**config.mk**
```make
export PLATFORM = sky130hd
export DESIGN_NAME = rat_reg_file
export DESIGN_NICKNAME = d
export VERILOG_FILES = /design/src/rtl/rat_reg_file.sv
export SDC_FILE = /design/constraint.sdc
export NUM_CORES = 1
export LEC_CHECK = 0
export CORE_MARGIN = 4
export CORE_UTILIZATION = 45
export DETAILED_ROUTE_END_ITERATION = 7
export PLACE_DENSITY_LB_ADDON = 0.3
export RECOVER_POWER = 25
export SYNTH_ARGS = -nofsm -noshare
export SYNTH_HDL_FRONTEND = slang
export SYNTH_SLANG_ARGS = --single-unit
```
**constraint.sdc**
```tcl
create_clock -name CLK -period 3.9 [get_ports CLK]
set_input_delay 0.78 -clock CLK [delete_from_list [all_inputs] [get_ports CLK]]
set_output_delay 0.78 -clock CLK [all_outputs]
set_load 0.02 [all_outputs]
```
**src/rtl/rat_reg_file.sv**
```systemverilog
// General-purpose register file for the RAT CPU: two combinational read ports
// and one synchronous write port that shares its address with read port X.
module rat_reg_file #(
  parameter int DATA_W = 8,
  parameter int ADDR_W = 5
) (
  input  logic              CLK,
  input  logic              RST,
  input  logic [DATA_W-1:0] DIN,
  input  logic [ADDR_W-1:0] ADRX,
  input  logic [ADDR_W-1:0] ADRY,
  input  logic              RF_WR,
  output logic [DATA_W-1:0] DX_OUT,
  output logic [DATA_W-1:0] DY_OUT
);

  localparam int DEPTH = 2 ** ADDR_W;

  logic [DATA_W-1:0] regs [DEPTH];

  // Reset wins over a write on the same edge; only the addressed entry changes otherwise.
  always_ff @(posedge CLK) begin
    if (RST) begin
      for (int i = 0; i < DEPTH; i++) begin
        regs[i] <= '0;
      end
    end else if (RF_WR) begin
      regs[ADRX] <= DIN;
    end
  end

  // Reads come straight from storage, so a write shows up only after its edge.
  assign DX_OUT = regs[ADRX];
  assign DY_OUT = regs[ADRY];

endmodule

```
# Word-level counts from Yosys, hierarchy flattened
# Memory sizes are Yosys's and may differ from the RTL's.
# Cells that the tools add are included.
[totals]
regBits = 0
ram_bits = 256
input_bits = 21
out_inout_bits = 16
elab_cells = 10
memories = 1
[mem_list]
columns = ["memory", "words", "width", "rd", "rd_clocked_by_memory_dff", "write_ports", "line", "rtl"]
rows = [
  ["regs", 32, 8, 2, 0, 32, "19", "logic [DATA_W-1:0] regs [DEPTH];"],
]
[op_classes]
n_mux = 8
reduce_logical = 1
[ops]
columns = ["operator", "count"]
rows = [
  ["$mux 8", 1],
  ["$reduce_or 8->1", 1],
  ["$mux 1", 6],
  ["$mux 5", 1],
]

# Longest topological paths before layout
# Gate-level depths: netlist of run 1.
[logic_depth]
word_depth = 5
ltp_mapped = 5
mapped_depth_nobuf = 3

# Worst setup path after synthesis of run 1
# OpenSTA, ideal clock, no wires.
[synth_timing]
kind = "input -> output"
start = "input port ADRY[2]"
end = "output port DY_OUT[0]"
arrival_time_ns = 2.532
required_time_ns = 3.120
setup_slack_ns = 0.588
cell_stages = 5
path_buffers = 2
cell_sequence = "clkbuf_1 > buf_1 > mux4_2 > mux4_2 > mux2_2"
[synth_between]
elab_chain_cells = 1
[synth_lines]
columns = ["item", "line", "rtl"]
rows = [
  ["start, declared", "11", "input logic [ADDR_W-1:0] ADRY,"],
  ["$mem_v2 32x8", "--", ""],
  ["end, declared", "14", "output logic [DATA_W-1:0] DY_OUT"],
]
# Every way passes these cells.

# Worst setup path after layout of run 1
[layout_timing]
start = "input port ADRX[4]"
end = "output port DX_OUT[3]"
[layout_between]
elab_chain_cells = 1
[layout_lines]
columns = ["item", "line", "rtl"]
rows = [
  ["start, declared", "10", "input logic [ADDR_W-1:0] ADRX,"],
  ["$mem_v2 32x8", "--", ""],
  ["end, declared", "13", "output logic [DATA_W-1:0] DX_OUT,"],
]
# Every way passes these cells.

==> results.md, run 1 <==
* Run status: finished clean
* Register share of total power at 48.3%
* Largest net degree at the start of global routing at 39
* Initial core utilization at 46.0%
* CP Cell Sequence: clkdlybuf4s50_1, buf_4, nor3b_4, buf_4, a22oi_1, buf_4, nand4_1, clkdlybuf4s50_1
* Setup tns final at 0 ps
* Adder-cell share of the synthesized area at 0%
* Deepest clock path buffer count at 3
* Slew @ Worst Pin at 1260 ps
* GRT Overall Usage at 23.0%
* Nets at 956
* Crit-path max FO at 7
* Clock-pin slew on the worst setup and hold paths at 60 ps
* Max_cap viols at 0
* DRT iter0 DRCs at 838
* Setup crit start kind: primary input
* P_sw at 0.00161 W
* Net switching fraction of the power at 23.7%
* Compound-Gate Fraction of Synth Area at 1.75%
* Filler cells at 2428
* Min-delay src: DIN[0]
* Met2 Routed Length at 17300 um
* Vias in the first global route at 8383
* Layout area overhead at 15.5%
* Endpoints failing hold at 0
* Die Wd at 182 um
* Hold slack at 1230 ps
* Synth Flop Type: edfxtp_1
* Cell Rows at 63
* Mux contribution to synthesized area at 24.3%
* Net Count, Synth at 879
* Combinational share of power at 12.6%
* Antenna diodes at 0
* PD cells at 429 mW/mm^2
* Max Fclk at 265 MHz
* Internal Power at 0.00518 W
* #FFs+latches synth at 256
* Antenna viol nets, final at 0
* Unique masters post-synth at 24
* Residual DRC count at 0
* DR vias at 8313
* Slowest Stage Delay on Critical Path at 640 ps
* Reg with most FFs: regs
* First-pass GRT wire length at 56700 um
* Dpl cell area at 0.0150 sq mm
* Cell Area, Synth at 0.0137 sq mm
* Boundary pin count at 37
* Setup violation total in the final timing report at 0
* Pins Over Slew Limit at 0
* Gr ovfl total at 0
* CP max stage cell: clkdlybuf4s50_1
* Dpl hpwl at 28000 um
* DRT Wirelength at 37800 um
* Reg area at 0.00769 sq mm
* Met3 WL at 4060 um
* Synth area leaders: edfxtp_1 56%, mux4_2 24%, and2_1 12%
* FFs w/ async S/R, synth at 0%
* Die height at 182 um
* Worst EP required at 3120 ps
* CORE AREA at 0.0298 sq mm
* Hold Path Depth at 3
* Clock sink count at 256
* RSZ-0062 raised after global routing: no
* Min Tclk post-route at 3780 ps
* Worst Setup End Kind: output pin
* Clock power share at 39.1%
* Peak supply drop at 310 uV
* Syn Area/Cell at 16.0 sq um
* Pre-CTS setup slack at -194 ps
* Die area at 0.0333 sq mm
* Final WS setup at 124 ps
* Most frequent cell on the critical path: buf_4
* Port Buffers at 36
* Layout cells sized above 1 at 31.0%
* Post-CTS setup buffer count at 0
* Largest family of logic cells by synthesized area: multiplexers
* Top Metal Used: met5
* Root buf cell: clkbuf_16
* Multi-input logic area at 0.00573 sq mm
* Synthesis warning total at 0
* Max FFs per register at 256
* Hold-critical path endpoint: regs[23][0]
* Htree depth at 1
* Largest regs: regs (256)
* Post-synth top area share at 56.1%
* DRT Pass-1 Iters at 5
* Post-Synth XOR/XNOR Area at 0%
* Final Cycle Share at 96.8%
* CTS tree: built
* Routed len/inst at 28.1 um
* Final Wtd Congestion at 0.959
* Dominant cell type by area after synthesis: edfxtp_1
* Synth Instances at 858
* Vias per inst at 6.19
* Initial antenna violation count at 1
* Register area share after synthesis at 56.1%
* Fin area at 0.0158 sq mm
* P_leak at 5.34 nW
* Simple-gate share of the synthesized area at 15.6%
* Crit Path Category: in2out
* Met1 WL at 15200 um
* Arr. time, crit path at 3000 ps
* Worst Hold Class: in2reg
* EDFF count, synth at 256
* Max-Slew Margin vs Limit at 15.9%
* TritonCTS Buffers at 27
synth_stat cells, types with 6 or more instances:
cell type / number
clkbuf_1: 42
mux2_2: 8
mux4_2: 144
nor2_1: 32
or2_2: 32
buf_2: 7
nand4_1: 8
buf_4: 6
edfxtp_1: 256
and2_1: 256
a22oi_1: 32
buf_1: 14
layout make-up:
type | count | area share, %
Clock buffer | 34 | 4.44
Clock inverter | 14 | 1.25
Multi-Input combinational cell | 532 | 36.2
Sequential cell | 256 | 48.6
Tap cell | 390 | 3.08
Timing Repair Buffer | 118 | 6.44
stage by stage:
| stage | std cells | utilization [%] | power, W |
|---|---|---|---|
| after floorplan | 858 | - | 0.00380 |
| final | 1344 | 53.1 | 0.00679 |
| after CTS | 1344 | 53.3 | 0.00680 |
| after global routing | 1344 | 53.1 | 0.00698 |
| after global placement | 1296 | 50.2 | 0.00418 |
| after detailed placement | 1296 | 50.2 | 0.00419 |
routing by layer:
metal	GRT usage (%)	vias to the layer above
li1	-	3486
met2	35.1	482
met1	33.0	4265
met5	0	-
met3	5.98	78
met4	6.81	2
cells in the final DEF, fill, tap and decap left out, types with 2 or more instances in the layout:
cell / n
bufinv_16: 5
mux2_2: 8
clkinvlp_4: 2
buf_4: 54
or2_2: 30
or3b_2: 3
a22oi_1: 32
clkbuf_16: 27
nand4bb_1: 2
clkinv_2: 5
and3b_1: 2
or2_0: 2
clkinv_1: 2
and2_0: 60
mux4_2: 144
nor2_1: 32
clkbuf_1: 26
buf_12: 9
nand3b_1: 3
clkdlybuf4s50_1: 22
dlygate4sd2_1: 8
buf_2: 2
and2_1: 196
edfxtp_1: 256
nand4_1: 8
power groups by stage:
stage                     Clock (W)  Combinational [W]  Sequential [W]
after floorplan                   0           0.000526         0.00327
final                       0.00266           0.000856         0.00328
after global placement            0           0.000857         0.00332
after CTS                   0.00268           0.000852         0.00327
after detailed placement          0           0.000858         0.00333
after global routing        0.00280           0.000894         0.00329
worst max-delay path, delay by kind of cell:
family / cells / cell delay (ps)
buf+inv: 5 / 1650
simple gates: 2 / 490
compound gates: 1 / 80
timing repair:
item / in CTS / in global routing
gates resized for setup: 11 / 5
setup endpoints to repair: 16 / 4
hold buffers: 0 / 0
worst max path at each step:
stage,startpoint,end,slack (ps),cells after the start
final,ADRX[4],DX_OUT[3],120,8
after global routing,ADRX[4],DX_OUT[3],8,8
after CTS,ADRX[4],DX_OUT[3],60,8
after detailed placement,ADRX[4],DX_OUT[3],-190,8
after global placement,ADRX[4],DX_OUT[3],-210,8
after floorplan,ADRY[2],DY_OUT[0],590,5
cell families (layout without fill, tap and decap cells):
group,count (synthesis),in the layout
multiplexers,152,152
flip-flops,256,256
buffers and inverters,70,166
AND/OR/NAND/NOR,348,348
AO/OA/AOI/OAI,32,32
Note: power is estimated with default switching activity, not from simulation.
==> run 2, diff against run 1 <==
- GPL_TIMING_DRIVEN: default -> 1
==> results of run 2 <==
The final DEF is identical to that of run 1; final timing and power are the same.
==> run 3, diff against run 2 <==
- ABC_CLOCK_PERIOD_IN_PS: default -> 3900
==> results of run 3 <==
The final DEF is identical to that of run 1; final timing and power are the same.
